===== src/rtl/bottle_tally_if.sv =====
// Bundle of the bottle_tally control, target and status signals.
// Master side drives run/clear/pulse/target and observes tally and flags.
// Slave side is the counter itself; no handshake, every signal is level or single-cycle.
interface bottle_tally_if #(
    parameter int DIGITS = 2
);
    logic                  isWork;
    logic                  clr;
    logic                  bot_done;
    logic [4*DIGITS-1:0]   bot_max;
    logic [4*DIGITS-1:0]   bot_seq;
    logic                  allFull;
    logic                  full_pulse;
    logic                  extra;
    logic                  bad_max;

    modport master (
        output isWork, clr, bot_done, bot_max,
        input  bot_seq, allFull, full_pulse, extra, bad_max
    );

    modport slave (
        input  isWork, clr, bot_done, bot_max,
        output bot_seq, allFull, full_pulse, extra, bad_max
    );
endinterface


===== src/rtl/bottle_tally.sv =====
// BCD bottle-fill tally with target compare, full flag/event, over-fill and bad-target reporting.
// Latency: bot_done at edge N updates bot_seq, allFull and full_pulse at edge N; bad_max lags bot_max by one cycle.
// No backpressure: pulses arriving while paused/idle are dropped, pulses while full only raise extra.
module bottle_tally #(
    parameter int DIGITS = 2
) (
    input  logic           CLK,
    input  logic           RST_N,
    bottle_tally_if.slave  bus
);
    localparam int W = 4 * DIGITS;

    typedef enum logic [1:0] {
        S_IDLE  = 2'd0,
        S_COUNT = 2'd1,
        S_FULL  = 2'd2
    } state_t;

    state_t         state_q, state_d;
    logic [W-1:0]   seq_q, seq_d;
    logic [W-1:0]   seq_inc;
    logic           full_pulse_q, full_pulse_d;
    logic           extra_q, extra_d;
    logic           bad_max_q;
    logic           tmax_ok;
    logic           run_ok;
    logic           reached;

    // BCD +1 with ripple carry; 9 rolls to 0 and carries into the next digit.
    function automatic logic [W-1:0] bcd_inc(input logic [W-1:0] v);
        logic [W-1:0] r;
        logic         carry;
        r     = v;
        carry = 1'b1;
        for (int i = 0; i < DIGITS; i++) begin
            if (carry) begin
                if (v[4*i +: 4] == 4'd9) begin
                    r[4*i +: 4] = 4'd0;
                end else begin
                    r[4*i +: 4] = v[4*i +: 4] + 4'd1;
                    carry       = 1'b0;
                end
            end
        end
        return r;
    endfunction

    // Target is usable only when every digit is decimal and the value is non-zero.
    always_comb begin
        tmax_ok = (bus.bot_max != '0);
        for (int i = 0; i < DIGITS; i++) begin
            if (bus.bot_max[4*i +: 4] > 4'd9) begin
                tmax_ok = 1'b0;
            end
        end
    end

    // Packed BCD compares like binary once both operands hold valid digits.
    assign run_ok  = bus.isWork && tmax_ok;
    assign reached = (seq_q >= bus.bot_max);
    assign seq_inc = bcd_inc(seq_q);

    // Next-state, tally update and one-cycle event generation.
    always_comb begin
        state_d      = state_q;
        seq_d        = seq_q;
        full_pulse_d = 1'b0;
        extra_d      = 1'b0;
        if (bus.clr) begin
            seq_d   = '0;
            state_d = run_ok ? S_COUNT : S_IDLE;
        end else if (!run_ok) begin
            state_d = S_IDLE;
        end else begin
            unique case (state_q)
                S_IDLE: begin
                    state_d = reached ? S_FULL : S_COUNT;
                end
                S_COUNT: begin
                    if (reached) begin
                        // Target was lowered below the tally: keep the count, declare full.
                        state_d      = S_FULL;
                        full_pulse_d = 1'b1;
                    end else if (bus.bot_done) begin
                        seq_d = seq_inc;
                        if (seq_inc == bus.bot_max) begin
                            state_d      = S_FULL;
                            full_pulse_d = 1'b1;
                        end
                    end
                end
                S_FULL: begin
                    extra_d = bus.bot_done;
                end
                default: begin
                    state_d = S_IDLE;
                end
            endcase
        end
    end

    // State, tally and output registers.
    always_ff @(posedge CLK or negedge RST_N) begin
        if (!RST_N) begin
            state_q      <= S_IDLE;
            seq_q        <= '0;
            full_pulse_q <= 1'b0;
            extra_q      <= 1'b0;
            bad_max_q    <= 1'b0;
        end else begin
            state_q      <= state_d;
            seq_q        <= seq_d;
            full_pulse_q <= full_pulse_d;
            extra_q      <= extra_d;
            bad_max_q    <= !tmax_ok;
        end
    end

    assign bus.bot_seq    = seq_q;
    assign bus.allFull    = (state_q == S_FULL);
    assign bus.full_pulse = full_pulse_q;
    assign bus.extra      = extra_q;
    assign bus.bad_max    = bad_max_q;
endmodule


===== src/flat_wrapper.sv =====
// flat-port wrapper written by rule: the top's interface ports become plain ports
module bottle_tally_flat 
#(
    parameter int DIGITS = 2
)
  (CLK, RST_N, bus_isWork, bus_clr, bus_bot_done, bus_bot_max, bus_bot_seq, bus_allFull, bus_full_pulse, bus_extra, bus_bad_max);
  bottle_tally_if #(.DIGITS(DIGITS)) bus_i ();
  input  logic CLK;
  input  logic RST_N;
  input wire logic [$bits(bus_i.isWork)-1:0] bus_isWork;
  input wire logic [$bits(bus_i.clr)-1:0] bus_clr;
  input wire logic [$bits(bus_i.bot_done)-1:0] bus_bot_done;
  input wire logic [$bits(bus_i.bot_max)-1:0] bus_bot_max;
  output wire logic [$bits(bus_i.bot_seq)-1:0] bus_bot_seq;
  output wire logic [$bits(bus_i.allFull)-1:0] bus_allFull;
  output wire logic [$bits(bus_i.full_pulse)-1:0] bus_full_pulse;
  output wire logic [$bits(bus_i.extra)-1:0] bus_extra;
  output wire logic [$bits(bus_i.bad_max)-1:0] bus_bad_max;
  assign bus_i.isWork = bus_isWork;
  assign bus_i.clr = bus_clr;
  assign bus_i.bot_done = bus_bot_done;
  assign bus_i.bot_max = bus_bot_max;
  assign bus_bot_seq = bus_i.bot_seq;
  assign bus_allFull = bus_i.allFull;
  assign bus_full_pulse = bus_i.full_pulse;
  assign bus_extra = bus_i.extra;
  assign bus_bad_max = bus_i.bad_max;
  bottle_tally #(.DIGITS(DIGITS)) u_core (.CLK(CLK), .RST_N(RST_N), .bus(bus_i));
endmodule

===== config.mk =====
export PLATFORM = sky130hd
export DESIGN_NAME = bottle_tally_flat
export DESIGN_NICKNAME = d
export VERILOG_FILES = /design/src/rtl/bottle_tally_if.sv /design/src/rtl/bottle_tally.sv /design/src/flat_wrapper.sv
export SDC_FILE = /design/constraint.sdc
export NUM_CORES = 1
export LEC_CHECK = 0
export ABC_AREA = 1
export CORE_MARGIN = 1
export CORE_UTILIZATION = 46
export CTS_CLUSTER_DIAMETER = 100
export DETAILED_ROUTE_END_ITERATION = 6
export GPL_ROUTABILITY_DRIVEN = 0
export PLACE_DENSITY = 0.82
export SLEW_MARGIN = 5
export SYNTH_ARGS = -nofsm -noshare
export SYNTH_HDL_FRONTEND = slang
export SYNTH_SLANG_ARGS = --single-unit

===== constraint.sdc =====
create_clock -name CLK -period 1.85 [get_ports CLK]
set_clock_uncertainty 0.1 [all_clocks]
set_input_delay 0.555 -clock CLK [delete_from_list [all_inputs] [get_ports CLK]]
set_output_delay 0.555 -clock CLK [all_outputs]
set_load 0.01 [all_outputs]

==> impl_metrics.ini <==
[status]
run_status = complete, but fails checks
violations = negative setup slack

[global_routing]
grt_use_total = 0.303
gr-total-overflow = 0
grt_max_degree = 14
antenna_found_initial = 0
grt_pass1_wl_um = 6110
grt_pass1_vias = 1385

[floorplan]
dieArea_um2 = 2850
start_util = 0.490
std_cell_rows = 18
die_w_um = 53.4
pin_count = 25
coreArea_um2 = 2480
die_y_um = 53.4

[route]
vias = 1643
first_iter_violations = 90
remaining_drc_errors = 0
vias_per_cell = 5.61
wl_per_cell_um = 16.5
ant_nets = 0
firstDrtPassIters = 4
postRouteWirelength_um = 4850

[timing]
setup_violations = 12
hold_viol = 0
rsz0062_at_grt = true
worstMarginPinSlew_ps = 235
drv_slew = 0
fin_setup_tns_ps = -3010
period_needed_ps = 2170
fmax_ghz = 0.462
whs_ps = 457
post-route-period-util = 1.17
maxSlewHeadroom = 0.843
worst_slack_ps = -315

[power_and_ir_drop]
power.internal_uw = 453
p_sw_uw = 208
power_density_nw_per_um2 = 310
pwr-share-comb = 0.267
swShare = 0.314
ir_drop_v = 0.000633
power.leakage_uw = 0.00108
sequentialPowerShare = 0.442
clkPwrFrac = 0.291

[cells_and_area]
area_delta_synth_final_pct = 75.9
fin_nets = 287
num_antenna_cells = 0
final_cell_mix = 51 x nand2_1, 39 x buf_4, 15 x nand3_1
layout_commonest_cell = nand2_1
layout-drive-gt1-share = 0.471
stdcell_area_um2 = 2130

[clocking]
root_buffer = clkbuf_4
clkLatencyLatePin_ps = 290
clkTransAtPathRegs_ps = 90
htreeDepth = 1
cts_tree = done
cts_max_path_buffers = 2
cts-buffers-inserted = 3
cts_num_sinks = 13
hold_buffers = 0

[place]
port_buffers = 24
place_hpwl_um = 2800
place_area_um2 = 1800
pre_cts_ws_ps = -1020

[synth]
seq_area_frac_synth = 0.268
synth.top_cell.area_share = 0.268
yosys.cell_types.count = 22
synth_area_leaders = dfrtp_1 27%, nand2_1 19%, ha_1 10%, nand3_1 9.1%, inv_1 6.8%
synth_nets = 211
synthCells = 188
synth_top_area_cell = dfrtp_1
synth.cell_area_um2 = 1210
synth_warnings = 0
synth_area_per_cell_um2 = 6.46
ys_ff_latch = 13

[worst_setup_path]
r2r_start = u_core.bus.bot_seq[5]$_DFFE_PN0P_
criticalPathCategory = reg2reg
required_ps = 1920
crit_fanout = 6
cp.arrival_ps = 2240
crit_path_end_kind = register
cp-start-kind = register
cp-startpoint = u_core.bus.bot_seq[5]$_DFFE_PN0P_

[worst_hold_path]
hold_class = in2async

[flow_run]
max_cap_violations = 0
metrics by stage:
| step | total power [uW] | instances | util |
|---|---|---|---|
| after floorplan | 353 | 188 | - |
| after global placement | 437 | 276 | 0.726 |
| after detailed placement | 441 | 276 | 0.726 |
| after CTS | 621 | 285 | 0.773 |
| after global routing | 684 | 293 | 0.862 |
| final | 661 | 293 | 0.862 |
state kept, by name, summed over array words and instances, names as in the netlist:
register	flops
u_core.bus.bot_seq	8
u_core.state_q	2
u_core.bus.bad_max	1
u_core.bus.extra	1
u_core.bus.full_pulse	1
Yosys cell counts, drive strengths merged:
cell   count
a21oi      4
buf        1
dfrtp     13
ha        10
inv       26
nand2     66
nand3     24
nand4      5
nor2      21
nor3       2
o21ai     14
or2        1
xor2       1
power groups by stage:
| stage | clock network [uW] | logic, uW | registers [uW] |
|---|---|---|---|
| floorplan | 0 | 55.8 | 297 |
| detailed placement | 0 | 145 | 296 |
| global placement | 0 | 141 | 296 |
| CTS | 183 | 148 | 291 |
| finish | 193 | 177 | 292 |
| global route | 203 | 189 | 292 |
final cells by class:
cell class | instances | area, um^2
timing repair buffer | 72 | 616
sequential | 13 | 325
fill | 130 | 343
tap | 30 | 37.5
inverter | 26 | 113
multi-input combinational | 148 | 1020
clock buffer | 4 | 26.3
worst max-delay path, stage by stage, from the launching register on:
cell	delay (ps)
dfrtp_1	420
buf_6	130
ha_4	210
a21oi_2	110
nor2_1	60
nor3_2	230
nand3_2	160
nor3_4	290
buf_6	140
nor2_4	50
nand2_1	60
o21ai_1	70
cell families after synthesis:
group	count (synthesis)	synth area share
AND/OR/NAND/NOR	119	0.460
AO/OA/AOI/OAI	18	0.0773
buffers and inverters	27	0.0845
flip-flops	13	0.268
XOR/XNOR	1	0.00722
adder cells (fa/ha/maj)	10	0.103
metal layers:
layer / GRT usage / vias to the layer above / share of wire
met5: 0 / - / 0
met4: 0.0965 / 0 / 0.028
met3: 0.0517 / 20 / 0.064
met2: 0.538 / 89 / 0.52
met1: 0.363 / 777 / 0.39
li1: - / 757 / -
path summary, 6_finish.rpt:
kind	end	cells past startpoint	slack (ps)
worst max-delay path	u_core.bus.bot_seq[2]$_DFFE_PN0P_	11	-320
worst min-delay path	u_core.bus.extra$_DFF_PN0_	2	460
worst max register to register	u_core.bus.bot_seq[2]$_DFFE_PN0P_	11	-320
worst min register to register	u_core.state_q[0]$_DFFE_PN0P_	2	560
max in group asynchronous	u_core.bus.bad_max$_DFF_PN0_	2	1010
min in group CLK	u_core.state_q[0]$_DFFE_PN0P_	2	560
timing repair:
| item | CTS | global route |
|---|---|---|
| setup endpoints to repair | 21 | 14 |
| pin swaps | 14 | 21 |
| buffers inserted | 5 | 8 |
| resized for setup | 49 | 48 |
Note: power is estimated with default switching activity, not from simulation.
